**config.mk**
```make
export PLATFORM = sky130hd
export DESIGN_NAME = clk_40k_rx
export DESIGN_NICKNAME = d
export VERILOG_FILES = /design/src/rtl/clk_40k_rx.sv
export SDC_FILE = /design/constraint.sdc
export NUM_CORES = 1
export LEC_CHECK = 0
export CORE_ASPECT_RATIO = 2
export CORE_MARGIN = 4
export CORE_UTILIZATION = 45
export CTS_CLUSTER_SIZE = 30
export DETAILED_ROUTE_END_ITERATION = 7
export PLACE_DENSITY = 0.77
export SYNTH_ARGS = -nofsm -noshare
export SYNTH_HDL_FRONTEND = slang
export SYNTH_SLANG_ARGS = --single-unit
```
**constraint.sdc**
```tcl
create_clock -name clk -period 2.31 [get_ports clk]
set_input_delay 0.693 -clock clk [delete_from_list [all_inputs] [get_ports clk]]
set_output_delay 0.693 -clock clk [all_outputs]
set_load 0.05 [all_outputs]
```
**src/rtl/clk_40k_rx.sv**
```systemverilog
// clk_40k_rx: receive side of the 40 kHz rate clock, in the fast system domain.
// Synchronises clk_40k, emits a one-cycle sample strobe per rising edge,
// measures the edge-to-edge period, tracks lock, and captures one sample per
// locked strobe into a valid/ready holding register.
// Optional build macro: CLK40K_RX_STICKY_ERR_EN -- err holds from lock loss
// until the next entry into LOCKED (otherwise err is a one-cycle pulse).
module clk_40k_rx #(
  parameter int NOM_PERIOD = 250,
  parameter int TOL        = 2,
  parameter int LOCK_CNT   = 4,
  parameter int CNT_W      = 14,
  parameter int DATA_W     = 16
) (
  input  logic              clk,
  input  logic              rst,
  input  logic              clk_40k,
  input  logic [DATA_W-1:0] din,
  input  logic              out_ready,
  output logic              sample_en,
  output logic              locked,
  output logic [CNT_W-1:0]  period,
  output logic              err,
  output logic [DATA_W-1:0] dout,
  output logic              out_valid,
  output logic              overrun
);

`ifdef CLK40K_RX_STICKY_ERR_EN
  localparam bit STICKY_ERR = 1'b1;
`else
  localparam bit STICKY_ERR = 1'b0;
`endif

  localparam logic [CNT_W-1:0] P_MIN   = CNT_W'(NOM_PERIOD - TOL);
  localparam logic [CNT_W-1:0] P_MAX   = CNT_W'(NOM_PERIOD + TOL);
  localparam int               GC_W    = (LOCK_CNT > 1) ? $clog2(LOCK_CNT) : 1;
  localparam logic [GC_W-1:0]  GC_LAST = GC_W'(LOCK_CNT - 1);

  typedef enum logic [1:0] {
    UNLOCK = 2'd0,
    ACQ    = 2'd1,
    LOCKED = 2'd2
  } state_t;

  logic              r_s1, r_s2, r_s3;
  logic              r_sample_en;
  logic [CNT_W-1:0]  r_pcnt;
  logic [CNT_W-1:0]  r_period;
  state_t            r_state;
  logic [GC_W-1:0]   r_good_cnt;
  logic              r_locked;
  logic              r_err;
  logic [DATA_W-1:0] r_dout;
  logic              r_out_valid;
  logic              r_overrun;

  logic              w_rise;
  logic [CNT_W-1:0]  w_meas;
  logic              w_good;
  logic              w_timeout;
  logic              w_capture;

  assign w_rise    = r_s2 & ~r_s3;
  assign w_meas    = (&r_pcnt) ? r_pcnt : r_pcnt + 1'b1;
  assign w_good    = (w_meas >= P_MIN) && (w_meas <= P_MAX);
  assign w_timeout = (w_meas > P_MAX);
  assign w_capture = r_sample_en & r_locked;

  // Two-flop synchroniser, edge-detect flop and registered sample strobe
  always_ff @(posedge clk or negedge rst) begin
    if (!rst) begin
      r_s1        <= 1'b0;
      r_s2        <= 1'b0;
      r_s3        <= 1'b0;
      r_sample_en <= 1'b0;
    end else begin
      r_s1        <= clk_40k;
      r_s2        <= r_s1;
      r_s3        <= r_s2;
      r_sample_en <= w_rise;
    end
  end

  // Saturating period counter, restarted on every detected rise
  always_ff @(posedge clk or negedge rst) begin
    if (!rst) begin
      r_pcnt <= '0;
    end else if (w_rise) begin
      r_pcnt <= '0;
    end else if (!(&r_pcnt)) begin
      r_pcnt <= r_pcnt + 1'b1;
    end
  end

  // Lock FSM with registered period, locked and err outputs
  always_ff @(posedge clk or negedge rst) begin
    if (!rst) begin
      r_state    <= UNLOCK;
      r_good_cnt <= '0;
      r_period   <= '0;
      r_locked   <= 1'b0;
      r_err      <= 1'b0;
    end else begin
      if (!STICKY_ERR) r_err <= 1'b0;
      case (r_state)
        UNLOCK: begin
          if (w_rise) begin
            r_state    <= ACQ;
            r_good_cnt <= '0;
          end
        end
        ACQ: begin
          if (w_rise) begin
            r_period <= w_meas;
            if (w_good) begin
              if (r_good_cnt == GC_LAST) begin
                r_state  <= LOCKED;
                r_locked <= 1'b1;
                r_err    <= 1'b0;
              end else begin
                r_good_cnt <= r_good_cnt + 1'b1;
              end
            end else begin
              r_good_cnt <= '0;
            end
          end else if (w_timeout) begin
            r_state <= UNLOCK;
          end
        end
        LOCKED: begin
          if (w_rise) r_period <= w_meas;
          if ((w_rise && !w_good) || (!w_rise && w_timeout)) begin
            r_state  <= UNLOCK;
            r_locked <= 1'b0;
            r_err    <= 1'b1;
          end
        end
        default: begin
          r_state  <= UNLOCK;
          r_locked <= 1'b0;
        end
      endcase
    end
  end

  // Sample holding register: capture on locked strobe, release on handshake
  always_ff @(posedge clk or negedge rst) begin
    if (!rst) begin
      r_dout      <= '0;
      r_out_valid <= 1'b0;
      r_overrun   <= 1'b0;
    end else if (w_capture) begin
      r_dout      <= din;
      r_out_valid <= 1'b1;
      r_overrun   <= r_out_valid & ~out_ready;
    end else begin
      r_overrun <= 1'b0;
      if (r_out_valid && out_ready) r_out_valid <= 1'b0;
    end
  end

  assign sample_en = r_sample_en;
  assign locked    = r_locked;
  assign period    = r_period;
  assign err       = r_err;
  assign dout      = r_dout;
  assign out_valid = r_out_valid;
  assign overrun   = r_overrun;

endmodule

```
==> results of run 1 <==
[sequential cells by signal, indices dropped and copies added, names as in the netlist]
register and flops:
dout 16, period 14, r_pcnt 14, r_good_cnt 2, r_state 2, err 1, locked 1, out_valid 1
overrun 1, r_s1 1, r_s2 1, r_s3 1, sample_en 1
[cells in the mapped netlist (all sizes together)]
| master | instances |
|---|---|
| a21boi | 2 |
| a21oi | 6 |
| a31oi | 1 |
| and2 | 2 |
| and3 | 5 |
| and3b | 1 |
| and4 | 1 |
| buf | 1 |
| clkbuf | 5 |
| dfrtp | 56 |
| ha | 5 |
| inv | 6 |
| mux2 | 16 |
| mux2i | 6 |
| nand2 | 28 |
| nand2b | 3 |
| nand3 | 8 |
| nand3b | 1 |
| nand4 | 6 |
| nand4b | 1 |
| nor2 | 24 |
| nor2b | 2 |
| nor3 | 4 |
| nor3b | 1 |
| nor4 | 1 |
| o21ai | 22 |
| o21ba | 1 |
| o22a | 2 |
| o22ai | 2 |
| or2 | 1 |
| or3 | 4 |
| or4 | 1 |
| or4b | 1 |
| xnor2 | 4 |
| xor2 | 3 |
[power groups by stage]
stage | Clock, mW | Sequential [mW] | Combinational [mW]
after global routing | 0.691 | 1.15 | 0.803
after detailed placement | 0 | 1.15 | 0.697
after floorplan | 0 | 1.33 | 0.233
after CTS | 0.656 | 1.13 | 0.711
final | 0.634 | 1.14 | 0.737
after global placement | 0 | 1.15 | 0.688
[how the worst max path moves through the flow]
stage | depth (start not counted) | to | startpoint
CTS | 9 | r_good_cnt[0] | r_pcnt[1]
global placement | 7 | locked | r_pcnt[1]
finish | 10 | r_good_cnt[0] | r_pcnt[0]
detailed placement | 10 | r_good_cnt[0] | r_pcnt[1]
global route | 10 | r_good_cnt[0] | r_pcnt[0]
floorplan | 10 | r_good_cnt[1] | r_pcnt[1]
[routing by layer]
metal | vias up | global-route usage
li1 | 989 | -
met1 | 1029 | 0.184
met2 | 59 | 0.331
met3 | 17 | 0.0508
met4 | 0 | 0.101
met5 | - | 0
[repair_timing]
action | in CTS | in global routing
setup buffers | 2 | 5
setup endpoints to repair | 5 | 5
resized for setup | 15 | 12
pin swaps | 9 | 7
[stage by stage]
step | hold slack [ps] | instances | setup slack [ps]
finish | 357 | 386 | -79.1
CTS | 360 | 381 | -6.41
floorplan | 331 | 233 | -37.4
detailed placement | 336 | 371 | -147
global placement | 333 | 371 | -71.4
global route | 367 | 386 | -220
[layout make-up]
cell class / count / share of cell area
multi-input cells: 165 / 0.328
repair buffers: 91 / 0.230
clock inverters: 3 / 0.0116
clock buffers: 5 / 0.0188
inverters: 6 / 0.00616
flip-flops and latches: 56 / 0.385
well taps: 60 / 0.0205
[logic make-up (layout without fill, tap and decap cells)]
family	count (synthesis)	in the layout	synth area share
AOI/OAI and AO/OA	36	36	0.0845
and+or+nand+nor	95	95	0.198
muxes	22	22	0.0943
xor gates and xnor gates	7	7	0.0241
adders and majority gates	5	5	0.0246
DFF	56	56	0.550
buffers and inverters	12	105	0.0246
==> run metrics, run 1 <==
later-pin clock latency in the skew report=310 ps; post-route design area=3660 um2; initial antenna violation count=0; GPL Wtd Cong=0.924; status=complete, but fails checks; Max H-tree Level=2; layout cell share with drive strength beyond 1=0.288; worst r2r path cells=10; grt ovf=0; slowest stage cell, crit path=dfrtp_2; uppermost layer routed=met4; DRC violations left=0; Multi-input gate area=1200 um2; Synthesized Nets=258; count of final hold-check violations=0; setup_tns=-284 ps; largest cells by area after synthesis=dfrtp_1 (55%), mux2_2 (7.1%), nand2_1 (4.1%), o21ai_0 (4.1%), nor2_1 (3.5%); max-slew violations=0; TritonCTS Sinks=56; final worst-path cycle share=1.03; Lkg Pwr=1.58 nW; Routed WL per cell=15.9 um; maxcap violations=0; top-area cell type share of the netlist area=0.550; Rows=38; most common cell after layout, fill and taps aside=clkdlybuf4s50_1; Hold Buf Count CTS=0; VDD IR max=0.000625 V; DR vias=2,094; Top delay family on crit path=simple AND/OR/NAND/NOR gates; Pre-antenna DRT Iters=4; Slew headroom=0.531; met3 WL=269 um; die area=7000 um2; Netlist cell types=45; reg2reg setup slack=-80 ps; Initial Util=0.466; CP Buf/Inv Count=1; CP Cell Sequence=ha_4, nand4_4, buf_6, nor2_1, nand2_1, mux2i_2, and4_4, nand4_1, or3_4, mux2i_1; final WL=6.14 mm; Top Ports=55; RSZ-0062 raised after global routing=yes; final setup vio count=5; Antenna Nets Post-Route=0; Placed Instance Area=3380 um2; CTS Buffer Depth=2; gr usage total=0.187; number of global-route vias before repair=2,221; highest clock rate=419 MHz; total power=2.51 mW; Layout area overhead=43.6%; Vias/cell=5.42; FF-to-FF Start=r_pcnt[0]; crit path max fanout=4; largest net degree at the start of global routing=57; failing checks=negative setup slack; Clock Power Share=0.253; Register Area=1410 um2; Post-Syn Area=2550 um2; power share of the combinational group=0.294; count of input and output buffers=54; worst slew pin tran=702 ps; CTS tree=done; First DRT Iteration DRCs=39; crit path DAT=2630 ps; worst flop-to-flop path endpoint=r_good_cnt[0]; clock-pin slew of the registers on the worst-case setup and hold paths=100 ps; Switch Pwr=0.803 mW; setup ws final=-79.1 ps; post-DP HPWL=4.36 mm; Yosys top cell by area=dfrtp_1; Die Height=114 um; post-synthesis sequential area ratio=0.550; Cells after Synth=233; worst clock skew=8.80 ps; critical path's largest stage delay=430 ps; Int Power=1.70 mW; fillers=385; Chip Width=61.2 um; wire length on met2=3.58 mm; metal1 wirelength=2.08 mm; fin crit period=2390 ps; nets=350; first-pass GRT wire length=9.76 mm; Min-Delay Path Class=input port to asynchronous set/reset pin; CTS Buf Count=5; core region area=5470 um2; PwrDens=686 nW/um2; CP startpoint kind=flip-flop; CTS Root Cell=clkbuf_8; CP Capture Type=flip-flop; commonest non-fill, non-tap cells in the layout=clkdlybuf4s50_1 (53), dfrtp_1 (50), buf_4 (32); Layout Utilization=0.669; post-synthesis register bit count=56; sequential power share=0.453; sw frac=0.320; Crit path required time=2550 ps; Yosys Warn Count=0; antenna fix cells=0; crit path kind=flip-flop to flip-flop; Avg Cell Area, Syn=10.9 um2
Note: power is estimated with default switching activity, not from simulation.
==> run 2, diff against run 1 <==
--- a/config.mk
+++ b/config.mk
@@ -8,9 +8,11 @@
 export CORE_ASPECT_RATIO = 2
 export CORE_MARGIN = 4
 export CORE_UTILIZATION = 45
+export CTS_CLUSTER_DIAMETER = 60
 export CTS_CLUSTER_SIZE = 30
 export DETAILED_ROUTE_END_ITERATION = 7
 export PLACE_DENSITY = 0.77
+export SLEW_MARGIN = 20
 export SYNTH_ARGS = -nofsm -noshare
 export SYNTH_HDL_FRONTEND = slang
 export SYNTH_SLANG_ARGS = --single-unit
==> results of run 2 <==
Same layout as run 1: the final DEF is identical, and so are final timing and power.
